[src/rtl/dds_tune_ctrl_if.sv]
// Front-panel key inputs and DDS tuning outputs of dds_tune_ctrl.
// The slave side is the controller; the master side is whatever drives the keys.
interface dds_tune_ctrl_if #(
  parameter int N = 16
);
  logic         key_up_n;
  logic         key_down_n;
  logic         key_mode_n;
  logic         key_step_n;
  logic [N-1:0] data;
  logic [2:0]   choose;
  logic [1:0]   step_sel;
  logic         ftw_update;

  modport master (
    output key_up_n, key_down_n, key_mode_n, key_step_n,
    input  data, choose, step_sel, ftw_update
  );

  modport slave (
    input  key_up_n, key_down_n, key_mode_n, key_step_n,
    output data, choose, step_sel, ftw_update
  );
endinterface

[src/rtl/dds_tune_ctrl.sv]
// Key debounce and tuning-word / waveform-select control for the DDS core.
// Key index order: 0 up, 1 down, 2 mode, 3 step.
module dds_tune_ctrl #(
  parameter int           N          = 16,
  parameter int           DEB_CYCLES = 500000,
  parameter logic [N-1:0] FTW_RESET  = 16'h0080,
  parameter logic [N-1:0] FTW_MIN    = 16'h0010,
  parameter logic [N-1:0] FTW_MAX    = 16'h4000
) (
  input  logic            clk,
  input  logic            reset,
  dds_tune_ctrl_if.slave  bus
);
  localparam int            CW       = $clog2(DEB_CYCLES + 1);
  localparam logic [CW-1:0] DEB_LAST = CW'(DEB_CYCLES - 1);

  logic [3:0]   raw_s;
  logic [3:0]   sync1_r, sync2_r, deb_r, deb_d_r, armed_r;
  logic [CW-1:0] cnt_r     [0:3];
  logic [CW-1:0] arm_cnt_r [0:3];
  logic [3:0]   press_s;

  logic [N-1:0] data_r, next_data_s, step_s;
  logic [2:0]   choose_r;
  logic [1:0]   step_sel_r;
  logic         ftw_update_r;
  logic [N:0]   sum_s, floor_s;

  assign raw_s   = {bus.key_step_n, bus.key_mode_n, bus.key_down_n, bus.key_up_n};
  // A key only produces events once it has been seen stably released after reset.
  assign press_s = armed_r & deb_d_r & ~deb_r;

  // Synchronise, debounce and arm each key independently.
  always_ff @(posedge clk or posedge reset) begin
    if (reset) begin
      sync1_r <= 4'b1111;
      sync2_r <= 4'b1111;
      deb_r   <= 4'b1111;
      deb_d_r <= 4'b1111;
      armed_r <= 4'b0000;
      for (int k = 0; k < 4; k++) begin
        cnt_r[k]     <= '0;
        arm_cnt_r[k] <= '0;
      end
    end else begin
      sync1_r <= raw_s;
      sync2_r <= sync1_r;
      deb_d_r <= deb_r;
      for (int k = 0; k < 4; k++) begin
        if (sync2_r[k] == deb_r[k]) begin
          cnt_r[k] <= '0;
        end else if (cnt_r[k] == DEB_LAST) begin
          deb_r[k] <= sync2_r[k];
          cnt_r[k] <= '0;
        end else begin
          cnt_r[k] <= cnt_r[k] + CW'(1);
        end

        if (armed_r[k]) begin
          arm_cnt_r[k] <= '0;
        end else if (deb_r[k] && sync2_r[k]) begin
          if (arm_cnt_r[k] == DEB_LAST) begin
            armed_r[k]   <= 1'b1;
            arm_cnt_r[k] <= '0;
          end else begin
            arm_cnt_r[k] <= arm_cnt_r[k] + CW'(1);
          end
        end else begin
          arm_cnt_r[k] <= '0;
        end
      end
    end
  end

  // Saturating next tuning word; simultaneous up and down cancel out.
  always_comb begin
    step_s      = N'(1) << {step_sel_r, 2'b00};
    sum_s       = {1'b0, data_r} + {1'b0, step_s};
    floor_s     = {1'b0, FTW_MIN} + {1'b0, step_s};
    next_data_s = data_r;
    if (press_s[0] && !press_s[1]) begin
      if (sum_s > {1'b0, FTW_MAX}) begin
        next_data_s = FTW_MAX;
      end else begin
        next_data_s = sum_s[N-1:0];
      end
    end else if (press_s[1] && !press_s[0]) begin
      if ({1'b0, data_r} < floor_s) begin
        next_data_s = FTW_MIN;
      end else begin
        next_data_s = data_r - step_s;
      end
    end else begin
      next_data_s = data_r;
    end
  end

  // Registered outputs to the DDS core.
  always_ff @(posedge clk or posedge reset) begin
    if (reset) begin
      data_r       <= FTW_RESET;
      choose_r     <= 3'd0;
      step_sel_r   <= 2'd0;
      ftw_update_r <= 1'b0;
    end else begin
      data_r       <= next_data_s;
      ftw_update_r <= (next_data_s != data_r);
      if (press_s[2]) begin
        choose_r <= (choose_r >= 3'd4) ? 3'd0 : choose_r + 3'd1;
      end else begin
        choose_r <= choose_r;
      end
      if (press_s[3]) begin
        step_sel_r <= step_sel_r + 2'd1;
      end else begin
        step_sel_r <= step_sel_r;
      end
    end
  end

  assign bus.data       = data_r;
  assign bus.choose     = choose_r;
  assign bus.step_sel   = step_sel_r;
  assign bus.ftw_update = ftw_update_r;
endmodule

[src/flat_wrapper.sv]
// flat-port wrapper written by rule: the top's interface ports become plain ports
module dds_tune_ctrl_flat 
#(
  parameter int           N          = 16,
  parameter int           DEB_CYCLES = 500000,
  parameter logic [N-1:0] FTW_RESET  = 16'h0080,
  parameter logic [N-1:0] FTW_MIN    = 16'h0010,
  parameter logic [N-1:0] FTW_MAX    = 16'h4000
)
  (clk, reset, bus_key_up_n, bus_key_down_n, bus_key_mode_n, bus_key_step_n, bus_data, bus_choose, bus_step_sel, bus_ftw_update);
  dds_tune_ctrl_if #(.N(N)) bus_i ();
  input  logic clk;
  input  logic reset;
  input wire logic [$bits(bus_i.key_up_n)-1:0] bus_key_up_n;
  input wire logic [$bits(bus_i.key_down_n)-1:0] bus_key_down_n;
  input wire logic [$bits(bus_i.key_mode_n)-1:0] bus_key_mode_n;
  input wire logic [$bits(bus_i.key_step_n)-1:0] bus_key_step_n;
  output wire logic [$bits(bus_i.data)-1:0] bus_data;
  output wire logic [$bits(bus_i.choose)-1:0] bus_choose;
  output wire logic [$bits(bus_i.step_sel)-1:0] bus_step_sel;
  output wire logic [$bits(bus_i.ftw_update)-1:0] bus_ftw_update;
  assign bus_i.key_up_n = bus_key_up_n;
  assign bus_i.key_down_n = bus_key_down_n;
  assign bus_i.key_mode_n = bus_key_mode_n;
  assign bus_i.key_step_n = bus_key_step_n;
  assign bus_data = bus_i.data;
  assign bus_choose = bus_i.choose;
  assign bus_step_sel = bus_i.step_sel;
  assign bus_ftw_update = bus_i.ftw_update;
  dds_tune_ctrl #(.N(N), .DEB_CYCLES(DEB_CYCLES), .FTW_RESET(FTW_RESET), .FTW_MIN(FTW_MIN), .FTW_MAX(FTW_MAX)) u_core (.clk(clk), .reset(reset), .bus(bus_i));
endmodule
[config.mk]
export PLATFORM = sky130hd
export DESIGN_NAME = dds_tune_ctrl_flat
export DESIGN_NICKNAME = d
export VERILOG_FILES = /design/src/rtl/dds_tune_ctrl_if.sv /design/src/rtl/dds_tune_ctrl.sv /design/src/flat_wrapper.sv
export SDC_FILE = /design/constraint.sdc
export NUM_CORES = 1
export LEC_CHECK = 0
export BUFFER_PORTS_ARGS = -buffer_cell sky130_fd_sc_hd__buf_2
export CAP_MARGIN = 20
export CELL_PAD_IN_SITES_DETAIL_PLACEMENT = 0
export CELL_PAD_IN_SITES_GLOBAL_PLACEMENT = 2
export CORE_MARGIN = 2
export CORE_UTILIZATION = 44
export CTS_CLUSTER_DIAMETER = 50
export CTS_CLUSTER_SIZE = 20
export DETAILED_ROUTE_END_ITERATION = 16
export PLACE_DENSITY_LB_ADDON = 0.1
export SYNTH_ARGS = -nofsm -noshare
export SYNTH_HDL_FRONTEND = slang
export SYNTH_SLANG_ARGS = --single-unit
[constraint.sdc]
create_clock -name clk -period 18.8 [get_ports clk]
set_input_delay 5.64 -clock clk [delete_from_list [all_inputs] [get_ports clk]]
set_output_delay 5.64 -clock clk [all_outputs]
set_load 0.02 [all_outputs]
==> flow_metrics.env <==
export IMPL_status="completed"
export IMPL_async_flop_share=1.00
export IMPL_drive_above_1_share=0.100
export IMPL_fin_cells=1467
export IMPL_drtAntennaViolNets=0
export IMPL_setup_violations=0
export IMPL_synth_flop_cell="dfrtp_1"
export IMPL_clock_sinks=194
export IMPL_yosysTopAreaCell="dfrtp_1"
export IMPL_tns_ps=0
export IMPL_critPathLaunchType="flop"
export IMPL_die_y_um=159
export IMPL_fin_skew_ps=16.0
export IMPL_cts_root_buf="clkbuf_16"
export IMPL_fin_crit_ps=7080
export IMPL_syn_area_sq_um=10600
export IMPL_cap_violations=0
export IMPL_critPathTopFamily="flip-flops"
export IMPL_coreArea_sq_um=23500
export IMPL_slowest_stage="dfrtp_1"
export IMPL_wl_met1_mm=11.1
export IMPL_syn_num_nets=1161
export IMPL_cts_htree_levels=4
export IMPL_dp_cells=1434
export IMPL_drc=0
export IMPL_avgViaCountPerCell=5.32
export IMPL_syn_to_final_growth_pct=8.93
export IMPL_worst_path_max_fanout=18
export IMPL_cts_tree="yes"
export IMPL_worst_r2r_endpoint="u_core.bus.ftw_update"
export IMPL_synth_yosys_seq_area_share=0.462
export IMPL_synth_edff_count=0
export IMPL_grt_overflow_total=0
export IMPL_routabilityCongestion=0.840
export IMPL_die_w_um=159
export IMPL_die_area_sq_um=25300
export IMPL_p_switching_uw=186
export IMPL_critPathKind="flop to primary output"
export IMPL_tightest_slew_ps=843
export IMPL_timing_fmax_mhz=141
export IMPL_cp_data_required_time_ps=13160
export IMPL_fin_crit_sh=0.377
export IMPL_cts_buffers=17
export IMPL_cp_data_arrival_time_ps=1440
export IMPL_internal_power_uw=599
export IMPL_rows=56
export IMPL_p_per_area_nw_per_um2=68.2
export IMPL_nNetsFinal=1170
export IMPL_slew_violations=0
export IMPL_clkLatencyLatePin_ps=430
export IMPL_synth_top_cells_by_area="dfrtp_1, nor2_1, xor2_1, xnor2_1, nand3_1"
export IMPL_dp_hpwl_mm=15.5
export IMPL_ys_warnings_count=0
export IMPL_post_cts_buffers=0
export IMPL_wl_per_cell_um=15.3
export IMPL_vias=7803
export IMPL_avgSynthCellArea_sq_um=9.38
export IMPL_path_clk_slew_ps=80
export IMPL_worstRegToRegCells=13
export IMPL_worstReg2RegStart="u_core.bus.step_sel[1]"
export IMPL_critPathCaptureType="primary output"
export IMPL_met3RoutedLength_um=628
export IMPL_synth_top_area_share=0.419
export IMPL_path_buf_inv=1
export IMPL_numPortBuffers=27
export IMPL_hold_path_depth=0
export IMPL_hold_end="u_core.sync2_r[1]"
export IMPL_cts_resized_gates=0
export IMPL_track_usage=0.185
export IMPL_drtPass1Iterations=5
export IMPL_drt_iter0_drc=481
export IMPL_synth_seq_cells=194
export IMPL_power_frac_comb=0.021
export IMPL_slew_headroom=0.438
export IMPL_num_antenna_cells=0
export IMPL_ios=28
export IMPL_grt_pass1_vias=7685
export IMPL_hold_path_startpoint="u_core.sync1_r[1]"
export IMPL_antenna_found_initial=0
export IMPL_switching_share=0.237
export IMPL_max_stage_delay_ps=730
export IMPL_clock_power_share=0.440
export IMPL_synth_cells=1126
export IMPL_wl_met2_mm=10.3
export IMPL_power_leakage_uw=0.00483
export IMPL_ctsHoldBuffers=0
export IMPL_peakVddDrop_mv=0.0348
export IMPL_hold_viol=0
export IMPL_worstHoldPathType="flop to flop"
export IMPL_ys_types=81
export IMPL_path_cells="buf_2"
export IMPL_grt_max_degree=121
export IMPL_power_uw=785
export IMPL_seqPwrFrac=0.539
export IMPL_grt_first_pass_wirelength_mm=38.8
export IMPL_clock_path_buffers=2
export IMPL_rsz0062_at_grt="no"
export IMPL_initial_core_util=0.449
export IMPL_reg2reg_setup_slack_ps=14670
export IMPL_wl_mm=22.5
export IMPL_highest_layer="met4"
-- registers in the layout (all words and copies together), names as in the netlist --
| name | count |
|---|---|
| u_core.arm_cnt_r | 76 |
| u_core.cnt_r | 76 |
| u_core.bus.data | 16 |
| u_core.armed_r | 4 |
| u_core.deb_d_r | 4 |
| u_core.deb_r | 4 |
| u_core.sync1_r | 4 |
| u_core.sync2_r | 4 |
| u_core.bus.choose | 3 |
| u_core.bus.step_sel | 2 |
| u_core.bus.ftw_update | 1 |
-- power groups by stage --
stage	Combinational (uW)	Clock, uW	Sequential (uW)
after floorplan	11.9	0	431
after global placement	16.7	0	431
after detailed placement	16.9	0	431
after CTS	16.9	357	423
after global routing	19.8	374	424
final	16.4	345	423
-- cell type report --
type                            count  area, sq um
Sequential cell                   194         4880
Timing Repair Buffer               29          170
Multi-Input combinational cell    857         5370
Fill cell                        2286        12000
Clock inverter                     13          115
Inverter                           36          143
Clock buffer                       19          433
Tap cell                          319          399
-- Yosys cell counts, drive strengths merged, types with 5 or more instances --
master	number
a21o	10
nand4	20
dfrtp	177
or4	6
nand2	82
o211ai	7
buf	11
nand4b	5
inv	36
nand3	95
or2	5
nand3b	11
nor3	14
nor4	23
a211oi	5
a21oi	20
and3	17
dfstp	17
nor2	207
o221ai	5
xor2	79
nand2b	10
mux2	7
ha	29
nor4b	8
or3	12
o21ai	25
nor2b	9
xnor2	64
a31oi	9
and2	17
clkbuf	28
-- stage by stage --
step / cell area (sq um) / hold WS [ps] / util / setup WS [ps]
after detailed placement: 10900 / 347 / 0.464 / 11290
after CTS: 11500 / 358 / 0.488 / 11700
after global placement: 10900 / 346 / 0.464 / 11320
final: 11500 / 357 / 0.489 / 11720
after global routing: 11500 / 362 / 0.489 / 11630
after floorplan: 10600 / 345 / - / 7900
-- kinds of logic after synthesis --
family,Yosys count,synth area share
xor gates and xnor gates,143,0.119
adders and majority gates,29,0.0344
DFF,194,0.462
muxes,10,0.0103
and+or+nand+nor,559,0.265
buffers and inverters,75,0.0300
AOI/OAI and AO/OA,116,0.0804
-- cell usage in the layout, fill, tap and decap left out, types with 5 or more instances in the layout --
cell type,synthesis,routed
dfstp_2,17,17
a21oi_1,19,19
or3_1,12,12
inv_1,36,35
nor2_1,206,206
a31oi_1,8,8
xor2_1,79,79
nor4_1,21,21
or4_1,6,6
nand2_1,80,80
nor4b_1,7,7
buf_2,8,27
nand3_1,95,95
nand2b_1,10,10
nand4_1,20,20
o21ai_0,23,23
mux2_2,7,7
dfrtp_1,177,177
o211ai_1,7,7
o221ai_1,5,5
nand3b_1,10,10
and2_1,15,15
ha_1,29,29
nor2b_1,9,9
nor3_1,13,13
xnor2_1,64,64
inv_6,0,8
clkbuf_16,0,17
and3_1,17,17
a21o_1,9,9
-- worst max-delay path by stage --
stage / start / cells past startpoint / end / slack, ps
floorplan: reset / 1 / u_core.arm_cnt_r[0] / 7900
global placement: reset / 3 / u_core.arm_cnt_r[55] / 11320
detailed placement: reset / 3 / u_core.arm_cnt_r[35] / 11290
CTS: u_core.bus.data[5] / 1 / bus_data[5] / 11700
global route: u_core.bus.data[5] / 1 / bus_data[5] / 11630
finish: u_core.bus.data[5] / 1 / bus_data[5] / 11720
-- metal layers --
layer  up-vias  GRT usage
met5         -          0
met4         0     0.0607
met3        26     0.0284
met2        99      0.296
met1      3781      0.261
li1       3897          -
No activity file was read; power rests on OpenSTA's default activity.
